==> src/rtl/adc_sequencer.sv <==
// Two-channel ADC sequencer: loads amplifier gains, fires periodic conversions and
// reports block averages of 2^AVG_LOG2 samples per channel, with deferred gain updates.
module adc_sequencer #(
  parameter int unsigned PERIOD   = 300,
  parameter int unsigned AVG_LOG2 = 2,
  parameter logic [3:0]  GAIN_A   = 4'b0001,
  parameter logic [3:0]  GAIN_B   = 4'b1000,
  parameter int unsigned TIMEOUT  = 1024
) (
  input  logic        CLK50MHZ,
  input  logic        RST,
  output logic        amp_trig,
  output logic [3:0]  amp_a,
  output logic [3:0]  amp_b,
  input  logic        amp_done,
  output logic        adc_trig,
  input  logic        adc_done,
  input  logic [13:0] adc_a,
  input  logic [13:0] adc_b,
  input  logic        mode,
  input  logic        start,
  input  logic        gain_wr,
  input  logic [3:0]  gain_a_in,
  input  logic [3:0]  gain_b_in,
  output logic [13:0] avg_a,
  output logic [13:0] avg_b,
  output logic        avg_valid,
  output logic        busy,
  output logic        timeout_err,
  input  logic [3:0]  sw,
  output logic [7:0]  led
);
  localparam int AW = 14 + AVG_LOG2;
  localparam int CW = AVG_LOG2 + 1;
  localparam int TW = $clog2(TIMEOUT) + 1;

  typedef enum logic [2:0] {AMP_LOAD, AMP_WAIT, IDLE, WAIT, CONV} state_t;

  state_t               r_state, w_next;
  logic [3:0]           r_gain_a, r_gain_b, r_pend_a, r_pend_b;
  logic                 r_pend;
  logic [27:0]          r_per_cnt;
  logic [TW-1:0]        r_to_cnt;
  logic signed [AW-1:0] r_acc_a, r_acc_b, w_sum_a, w_sum_b;
  logic [CW-1:0]        r_smp_cnt;
  logic [13:0]          r_avg_a, r_avg_b;
  logic                 r_avg_valid, r_adc_trig, r_tout_err;
  logic [7:0]           r_led;
  logic                 w_move, w_acc, w_fin, w_clr, w_trig, w_tout;

  assign w_sum_a = r_acc_a + AW'($signed(adc_a));
  assign w_sum_b = r_acc_b + AW'($signed(adc_b));

  always_ff @(posedge CLK50MHZ) begin
    if (RST) r_state <= AMP_LOAD;
    else     r_state <= w_next;
  end

  // Pending gains always win over sampling; a gain change restarts the average.
  always_comb begin
    w_next = r_state;
    w_move = 1'b0;
    w_acc  = 1'b0;
    w_fin  = 1'b0;
    w_clr  = 1'b0;
    w_trig = 1'b0;
    w_tout = 1'b0;
    case (r_state)
      AMP_LOAD: w_next = AMP_WAIT;
      AMP_WAIT: if (amp_done) begin
        if (r_pend) begin w_move = 1'b1; w_next = AMP_LOAD; end
        else w_next = mode ? WAIT : IDLE;
      end
      IDLE: if (r_pend) begin w_move = 1'b1; w_clr = 1'b1; w_next = AMP_LOAD; end
        else if (start) w_next = WAIT;
      WAIT: if (r_pend) begin w_move = 1'b1; w_clr = 1'b1; w_next = AMP_LOAD; end
        else if (r_per_cnt == 28'(PERIOD - 1)) begin w_trig = 1'b1; w_next = CONV; end
      CONV: if (adc_done) begin
        if (r_pend) begin w_move = 1'b1; w_clr = 1'b1; w_next = AMP_LOAD; end
        else if (r_smp_cnt == CW'((1 << AVG_LOG2) - 1)) begin
          w_fin = 1'b1; w_clr = 1'b1; w_next = mode ? WAIT : IDLE;
        end else begin w_acc = 1'b1; w_next = WAIT; end
      end else if (r_to_cnt == TW'(TIMEOUT - 1)) begin
        w_tout = 1'b1; w_next = WAIT;
      end
      default: w_next = AMP_LOAD;
    endcase
  end

  always_ff @(posedge CLK50MHZ) begin
    if (RST) begin
      r_gain_a    <= GAIN_A;
      r_gain_b    <= GAIN_B;
      r_pend_a    <= '0;
      r_pend_b    <= '0;
      r_pend      <= 1'b0;
      r_per_cnt   <= '0;
      r_to_cnt    <= '0;
      r_acc_a     <= '0;
      r_acc_b     <= '0;
      r_smp_cnt   <= '0;
      r_avg_a     <= '0;
      r_avg_b     <= '0;
      r_avg_valid <= 1'b0;
      r_adc_trig  <= 1'b0;
      r_tout_err  <= 1'b0;
      r_led       <= 8'haa;
    end else begin
      r_per_cnt   <= (r_state == WAIT) ? r_per_cnt + 28'd1 : '0;
      r_to_cnt    <= (r_state == CONV) ? r_to_cnt + TW'(1) : '0;
      r_adc_trig  <= w_trig;
      r_avg_valid <= w_fin;
      if (w_tout) r_tout_err <= 1'b1;
      if (w_move) begin
        r_gain_a <= r_pend_a;
        r_gain_b <= r_pend_b;
        r_pend   <= 1'b0;
      end
      // A write landing on the same cycle as a move stays pending for the next load.
      if (gain_wr) begin
        r_pend_a <= gain_a_in;
        r_pend_b <= gain_b_in;
        r_pend   <= 1'b1;
      end
      if (w_clr) begin
        r_acc_a   <= '0;
        r_acc_b   <= '0;
        r_smp_cnt <= '0;
      end else if (w_acc) begin
        r_acc_a   <= w_sum_a;
        r_acc_b   <= w_sum_b;
        r_smp_cnt <= r_smp_cnt + CW'(1);
      end
      if (w_fin) begin
        r_avg_a <= 14'(w_sum_a >>> AVG_LOG2);
        r_avg_b <= 14'(w_sum_b >>> AVG_LOG2);
      end
      if (r_avg_valid) begin
        case (sw)
          4'd1:    r_led <= r_avg_a[7:0];
          4'd2:    r_led <= {2'b0, r_avg_a[13:8]};
          4'd4:    r_led <= r_avg_b[7:0];
          4'd8:    r_led <= {2'b0, r_avg_b[13:8]};
          default: r_led <= {6'b0, r_tout_err, mode};
        endcase
      end
    end
  end

  assign amp_trig    = (r_state == AMP_LOAD) && !RST;
  assign amp_a       = r_gain_a;
  assign amp_b       = r_gain_b;
  assign adc_trig    = r_adc_trig;
  assign avg_a       = r_avg_a;
  assign avg_b       = r_avg_b;
  assign avg_valid   = r_avg_valid;
  assign busy        = (r_state != IDLE);
  assign timeout_err = r_tout_err;
  assign led         = r_led;
endmodule

==> config.mk <==
export PLATFORM = sky130hd
export DESIGN_NAME = adc_sequencer
export DESIGN_NICKNAME = d
export VERILOG_FILES = /design/src/rtl/adc_sequencer.sv
export SDC_FILE = /design/constraint.sdc
export NUM_CORES = 1
export LEC_CHECK = 0
export BUFFER_PORTS_ARGS = -buffer_cell sky130_fd_sc_hd__buf_2
export CORE_UTILIZATION = 62
export DETAILED_ROUTE_END_ITERATION = 7
export HOLD_SLACK_MARGIN = 0.12
export PLACE_DENSITY = 0.85
export SLEW_MARGIN = 10
export SYNTH_ARGS = -nofsm -noshare
export SYNTH_HDL_FRONTEND = slang
export SYNTH_SLANG_ARGS = --single-unit
==> constraint.sdc <==
create_clock -name CLK50MHZ -period 6.1 [get_ports CLK50MHZ]
set_input_delay 1.22 -clock CLK50MHZ [delete_from_list [all_inputs] [get_ports CLK50MHZ]]
set_output_delay 1.22 -clock CLK50MHZ [all_outputs]
set_load 0.02 [all_outputs]
==> results of run 1 <==
-- state kept, by name, indices dropped and copies added (netlist names), 8 cells and up --
name,cells
r_per_cnt,28
r_acc_a,16
r_acc_b,16
avg_a,14
avg_b,14
r_to_cnt,11
led,8
-- per-stage QoR --
stage	util, %	area (um2)
finish	75.6	7940
global route	75.6	7940
CTS	75.6	7940
detailed placement	69.5	7300
global placement	69.5	7300
floorplan	-	6830
-- worst min-delay path, stage by stage, from the launching register on --
cell     delay (ns)
dfxtp_1        0.31
nand2_1        0.05
a21oi_1        0.05
-- logic make-up after synthesis --
logic type,synth area share (%)
simple gates,22.0
compound gates,18.3
flops,39.0
mux,2.68
fa+ha+maj,6.82
buf+inv,3.96
xor+xnor,7.31
-- final cells by class --
cell class                 count  area [um2]  area share [%]
multi-input combinational    628        3890            49.0
sequential                   133        2660            33.5
inverter                      16        60.1           0.756
clock buffer                  17         414            5.21
timing repair buffer         100         513            6.46
tap                          136         170            2.14
clock inverter                15         229            2.88
-- worst paths after layout --
path	startpoint	end	slack, ns	cells after the start
setup / recovery	RST	amp_trig	2.75	4
hold / removal	r_acc_b[4]	r_acc_b[4]	0.46	2
setup reg to reg	r_state[0]	r_acc_a[15]	3.29	6
hold reg to reg	r_acc_b[4]	r_acc_b[4]	0.46	2
-- cells in the mapped netlist, types with 9 or more instances --
library cell	number	share of area, %
o21ai_0	34	2.5
nand4_1	10	0.92
xor2_1	33	4.2
nand2_1	110	6.0
buf_2	11	0.81
nor2_1	98	5.4
and3_1	10	0.92
a21oi_1	84	6.2
a211oi_1	9	0.99
mux2i_1	16	2.3
nand3_1	21	1.5
clkbuf_1	23	1.3
ha_1	34	6.2
nor4_1	9	0.82
dfxtp_1	133	39
inv_1	16	0.88
xnor2_1	24	3.1
nor2b_1	13	1.2
-- per-layer routing --
layer,part of all wire (%),GRT usage [%],vias up,wire length (um)
met4,1.7,9.98,0,286
met3,7.7,7.72,28,1330
met2,49,53.7,256,8460
met5,0,0,-,0
li1,-,-,3036,-
met1,42,37.2,2988,7210
-- cell usage in the layout, fill, tap and decap left out, types with 10 or more instances in the layout --
cell type	count
clkbuf_16	16
mux2i_1	16
nor2_1	97
a21oi_1	84
xor2_1	33
and3_1	10
o21ai_0	34
buf_2	95
nor2b_1	13
inv_1	16
nand2_1	110
nand3_1	21
dfxtp_1	133
ha_1	34
xnor2_1	24
nand4_1	10
-- power by group --
group | switching [mW] | internal (mW)
Clock | 0.396 | 0.709
Sequential | 0.0350 | 0.897
Combinational | 0.177 | 0.118
==> metrics.cfg, run 1 <==
[outcome]
status = completed

[clock_tree]
cts.repair.resized = 0
cts_root_buf = clkbuf_8
cts_buffers = 17
cts_setup_buffers = 0
clock_sinks = 133
h-tree-depth = 4
hold_buffers = 0
cts_tree = done
clockBufferDepth = 2
clk_latency_ns = 0.53
path_clk_slew_ns = 0.06

[synth]
synth_edf_count = 0
yosys_warnings = 0
ys_seq_area_share_pct = 39.0
async_flop_share_pct = 0
synthDistinctLibCells = 64
synth.avg_cell_area_um2 = 8.34
synth-seq-cells = 133
syn_nets = 901
netlist_instances = 818
syn-cell-area_um2 = 6830
synthFlopType = dfxtp_1

[place]
hpwl_um = 12000
dpl_worst_slack_ns = 2.61
gp_congestion = 0.877
port_buffers = 95
placed_cells = 1013

[power]
power.density_nw_per_um2 = 293
power.total_mw = 2.33
leakagePower_nw = 3.24
vdd_ir_drop_max_v = 0.000232

[sta]
hold_violations = 0
rsz0062_at_grt = false
whs_ns = 0.458
setup_viol = 0
fin_crit_sh_pct = 55.0
setup_ws_ns = 2.75
min_period_ns = 3.35
timing.slew.headroom_pct = 18.0
finalSetupTns_ns = 0
skew_ns = 0.00964
report.final.slew_viol_count = 0
fmax_mhz = 298
worstMarginPinSlew_ns = 1.23

[layout]
instances_no_fill = 1045
fin_nets = 979
syn2layout_area_growth_pct = 16.4
layout-drive-gt1-share_pct = 16.8
diodes = 0
nFillCells = 730

[setup_path]
path_cells = buf_2 > buf_4 > nor4_1 > buf_2
critPathLaunchType = input pin
timing.critical_path.mode_cell = buf_2
worst_path_dominant_cell_family = buffers and inverters
path_max_fanout = 70
worst-path-buf-inv = 3
critPathRequiredTime_ns = 4.88
crit_type = input pin to output port
cp_data_arrival_time_ns = 2.13
cp_slowest_stage_delay_ns = 0.56
crit_slowest_cell = buf_4
crit_path_end_kind = output port

[floorplan]
start_util_pct = 64.9
dieWidth_um = 107
die_area_um2 = 11400
row_count = 37
ioPinCount = 96
core_area_um2 = 10500
fp.dieH_um = 107

[global_routing]
grt_max_degree = 71
grt_usage_pct = 30.9
grt_antenna_before_repair = 0
grt_pass1_wl_um = 27800
grt_overflow = 0
grt_pass1_vias = 5953

[routing]
dr.pass1.iters = 8
drt_wl_total_um = 17300
final_antenna_net_count = 0
wire_per_inst_um = 16.5
drc = 0
vias_per_cell = 6.04
drtIter0Drc = 509
via_count = 6308

[min_path]
hp-class = register to register

[job]
drv_cap = 0

No activity file was read; power rests on OpenSTA's default activity.
==> inputs of run 2 (changes only) <==
Settings changed: ABC_AREA from default to 1, CORE_UTILIZATION 62 to 53, PLACE_DENSITY 0.85 to 0.77.
Clock period 6.1 ns to 2.7 ns, I/O delays scaled along.
==> metrics.cfg, run 2 <==
[clock_tree]
path_clk_slew_ns = 0.06
cts_setup_buffers = 0
clock_sinks = 133
clockBufferDepth = 2
hold_buffers = 0
clk_latency_ns = 0.43
cts.repair.resized = 0
cts_root_buf = clkbuf_16
cts_buffers = 17
cts_tree = done
h-tree-depth = 4

[sta]
fmax_mhz = 521
min_period_ns = 1.92
finalSetupTns_ns = 0
fin_crit_sh_pct = 71.1
skew_ns = 0.00704
setup_ws_ns = 0.782
rsz0062_at_grt = false
report.final.slew_viol_count = 0
timing.slew.headroom_pct = 51.3
hold_violations = 0
setup_viol = 0
worstMarginPinSlew_ns = 0.731

[layout]
top_register = r_per_cnt
largest_registers = r_per_cnt (28), r_acc_a (16), r_acc_b (16)
syn2layout_area_growth_pct = 16.1
largest_reg_flops = 28
fin_nets = 1412
layout-drive-gt1-share_pct = 11.3
final_common_cell = nand2_1
diodes = 0
layout_common_cells = 318 x nand2_1, 217 x inv_1, 188 x nor2_1

[floorplan]
ioPinCount = 96
start_util_pct = 55.1
fp.dieH_um = 123
die_area_um2 = 15100
core_area_um2 = 14000
row_count = 43
dieWidth_um = 123

[synth]
ys_seq_area_share_pct = 34.4
synth_common_cells = 318 x nand2_1, 217 x inv_1, 188 x nor2_1
yosys_warnings = 0
yosys.area.top_type_share_pct = 34.4
synthFlopType = dfxtp_1
synth_most_common_cell = nand2_1
synth-seq-cells = 133
async_flop_share_pct = 0
syn-cell-area_um2 = 7740
synth_edf_count = 0
synth.avg_cell_area_um2 = 6.28
synth_area_leaders = dfxtp_1 34%, nand2_1 15%, inv_1 11%
syn_nets = 1315
synthDistinctLibCells = 36
netlist_instances = 1232
yosys.area.top_type = dfxtp_1

[place]
hpwl_um = 14500
port_buffers = 95
dpl_worst_slack_ns = 0.525
gp_congestion = 0.901

[setup_path]
r2r_setup_slack_ns = 0.79
reg2reg_to = avg_b[6]
reg2reg_from = r_acc_b[0]
path_max_fanout = 36
crit_path_end_kind = output port
cp_data_arrival_time_ns = 1.38
reg2reg_depth = 11
critPathLaunchType = input pin
crit_type = input pin to output port
critPathRequiredTime_ns = 2.16

[routing]
drt_wl_total_um = 19800
drc = 0
final_antenna_net_count = 0
vias_per_cell = 5.10
via_count = 7755
drtIter0Drc = 525
dr.pass1.iters = 5
wire_per_inst_um = 13.0

[global_routing]
grt_antenna_before_repair = 1
grt_usage_pct = 27.8
grt_pass1_wl_um = 32400
grt_max_degree = 37
grt_pass1_vias = 6988
grt_overflow = 0

[min_path]
hold_path_end = r_pend_b[1]
whs_path_depth = 3
hp-class = input pin to register
hp-start = gain_b_in[1]

[job]
drv_cap = 0

[power]
vdd_ir_drop_max_v = 0.000462
clockPowerShare_pct = 43.8
power.total_mw = 5.58
p_sw_mw = 1.63
internal_power_mw = 3.95
power.density_nw_per_um2 = 621
power_frac_seq_pct = 38.4
combPwrFrac_pct = 17.8
p_sw_share_pct = 29.3
leakagePower_nw = 4.54

[outcome]
status = completed

[run 2: cell count changes in the layout (fill, tap and decap cells not counted), moves of 13 or more]
cell / delta
nand2_1: +208
inv_1: +201
nor2_1: +91
nand3_1: +75
xor2_1: -23
nor3_1: +22
xnor2_1: -20
o21ai_0: +18
mux2i_1: -16
a21oi_1: -14
nor2b_1: -13
[run 2: stage by stage]
stage	cell area, um2	hold slack, ns	util [%]	instances
final	8980	0.338	64.0	1522
after CTS	8980	0.332	64.0	1522
after detailed placement	8370	0.443	59.6	1490
after global routing	8980	0.333	64.0	1522
after global placement	8370	0.428	59.6	1490
after floorplan	7740	0.418	-	1232
[run 2: worst max-delay path by stage]
stage,startpoint,cells after the start,endpoint
2_1_floorplan,adc_b[0],11,avg_b[6]
3_3_place_gp,adc_a[0],10,r_acc_a[8]
3_5_place_dp,adc_b[0],12,avg_b[6]
4_1_cts,RST,3,amp_trig
5_1_grt,r_smp_cnt[0],8,avg_a[2]
6_report,RST,3,amp_trig
[run 2: routing by layer]
layer / track usage [%] / vias up / part of all wire (%)
met5: 0 / - / 0.056
met1: 35.2 / 3486 / 47
met3: 7.25 / 29 / 5.2
met2: 46.2 / 186 / 46
met4: 8.38 / 2 / 1.5
li1: - / 4052 / -
[run 2: cells by family after synthesis]
group / after synthesis / synth area share, %
compound gates: 142 / 9.64
simple gates: 660 / 35.9
fa+ha+maj: 36 / 6.02
buf+inv: 247 / 12.5
xor+xnor: 14 / 1.58
flops: 133 / 34.4
[run 2: cell type report]
type / count / area (um2)
clock inverter: 12 / 179
clock buffer: 20 / 437
timing repair buffer: 104 / 543
inverter: 221 / 830
fill: 1315 / 5060
tap: 180 / 225
sequential: 133 / 2660
multi-input combinational: 852 / 4110
[run 2: power groups by stage]
stage / combinational [mW] / clock [mW] / sequential (mW)
floorplan: 0.702 / 0 / 2.20
global placement: 0.963 / 0 / 2.18
detailed placement: 0.981 / 0 / 2.18
CTS: 0.988 / 2.47 / 2.14
global route: 1.13 / 2.56 / 2.15
finish: 0.994 / 2.45 / 2.14
[run 2: worst max-delay path, stage by stage]
cell and delay (ns):
buf_2 0.55, nor2_1 0.10, buf_2 0.18
==> inputs of run 3 (changes only) <==
Settings changed: CORE_UTILIZATION 53 to 59, PLACE_DENSITY 0.77 to 0.81.
Clock period 2.7 ns to 2 ns, I/O delays scaled along.
==> metrics.cfg, run 3 (synthesized netlist as in run 2, its figures left out) <==
[setup_path]
path_max_fanout = 10
crit_path_end_kind = register
reg2reg_from = r_smp_cnt[0]
critPathRequiredTime_ns = 2.38
crit_type = register to register
cp_data_arrival_time_ns = 2.28
critPathLaunchType = register
reg2reg_depth = 10
reg2reg_to = avg_a[2]
r2r_setup_slack_ns = 0.09

[min_path]
hp-class = input pin to register
hp-start = gain_a_in[2]
hold_path_end = r_pend_a[2]
whs_path_depth = 3

[clock_tree]
clockBufferDepth = 2
clock_sinks = 133
clk_latency_ns = 0.43
h-tree-depth = 4
hold_buffers = 0
path_clk_slew_ns = 0.06
cts_root_buf = clkbuf_16
cts_tree = done
cts_buffers = 17

[layout]
final_util_pct = 71.2
layout_common_cells = 318 x nand2_1, 215 x inv_1, 188 x nor2_1
largest_reg_flops = 28
fin_nets = 1421
syn2layout_area_growth_pct = 17.1
layout-drive-gt1-share_pct = 12.2
diodes = 0
final_common_cell = nand2_1
top_register = r_per_cnt
final_area_um2 = 9060
largest_registers = r_per_cnt (28), r_acc_a (16), r_acc_b (16)

[sta]
min_period_ns = 1.91
fmax_mhz = 524
whs_ns = 0.188
fin_crit_sh_pct = 95.4
setup_ws_ns = 0.0929
worstMarginPinSlew_ns = 0.824
rsz0062_at_grt = false
report.final.slew_viol_count = 0
skew_ns = 0.00443
hold_violations = 0
timing.slew.headroom_pct = 45.0
setup_viol = 0

[power]
p_sw_share_pct = 30.0
leakagePower_nw = 4.58
p_sw_mw = 2.23
combPwrFrac_pct = 18.5
vdd_ir_drop_max_v = 0.000725
clockPowerShare_pct = 42.6
power.density_nw_per_um2 = 819
power_frac_seq_pct = 38.9
internal_power_mw = 5.19

[place]
port_buffers = 95
hpwl_um = 14600
gp_congestion = 0.921
dpl_worst_slack_ns = -0.00910
placed_area_um2 = 8430

[floorplan]
fp.dieH_um = 117
die_area_um2 = 13600
ioPinCount = 96
dieWidth_um = 117
row_count = 41
core_area_um2 = 12700
start_util_pct = 60.8

[routing]
via_count = 7989
wire_per_inst_um = 13.3
drtIter0Drc = 760
vias_per_cell = 5.25
dr.pass1.iters = 5
final_antenna_net_count = 0
drt_wl_total_um = 20200
drc = 0

[global_routing]
grt_pass1_vias = 7129
grt_usage_pct = 31.1
grt_pass1_wl_um = 32500
grt_max_degree = 32
grt_antenna_before_repair = 0
grt_overflow = 0

[outcome]
status = completed

[job]
drv_cap = 0

-- run 3: what timing repair did --
action / 4_1_cts / 5_1_grt
buffers inserted: 3 / 1
pin swaps: 1 / 1
setup endpoints to repair: 2 / 21
gates resized for setup: 2 / 1
endpoints found under the hold margin: 0 / 0
cloned: 1 / 0
-- run 3: layout make-up --
class	instances	area [um2]
clock buffer	21	470
clock inverter	11	124
fill	1155	3660
inverter	221	833
multi-input combinational	852	4110
sequential	133	2660
tap	172	215
timing repair buffer	112	641
timing repair inverter	1	7.51
-- run 3: stage by stage --
stage                     setup TNS [ns]  instances  power, mW
after floorplan                        0       1232       3.92
after global placement                 0       1486       4.26
after detailed placement         -0.0152       1486       4.29
after CTS                              0       1522       7.43
after global routing                   0       1523       7.75
final                                  0       1523       7.42
-- run 3: worst max-delay path by stage --
stage            endpoint  depth (start not counted)         start  slack [ns]
3_5_place_dp   r_acc_a[8]                         10      adc_a[0]      -0.009
5_1_grt        r_acc_b[7]                          9  r_smp_cnt[0]       0.008
2_1_floorplan    avg_b[6]                         11      adc_b[0]        0.19
4_1_cts          avg_a[2]                          9  r_smp_cnt[0]        0.01
6_report         avg_a[2]                         10  r_smp_cnt[0]        0.09
3_3_place_gp   r_acc_a[8]                         10      adc_a[0]        0.03
-- run 3: routing by layer --
metal	global-route usage [%]	wire, um
met1	38.7	8650
met3	7.58	1570
met5	0	0
met2	51.6	9460
met4	12.3	500
-- run 3: power by group through the flow --
stage	Clock, mW	Combinational (mW)	Sequential (mW)
after global routing	3.30	1.55	2.90
final	3.16	1.37	2.89
after global placement	0	1.32	2.94
after CTS	3.19	1.36	2.89
after detailed placement	0	1.35	2.94
after floorplan	0	0.948	2.97
-- run 3: worst max-delay path: stages (launching register included) --
cell and delay (ns):
dfxtp_1 0.34, ha_1 0.16, ha_1 0.22, inv_1 0.09
nor4_4 0.20, buf_4 0.21, clkinvlp_4 0.09, buf_4 0.18
a21oi_1 0.15, o21ai_0 0.12, inv_1 0.07
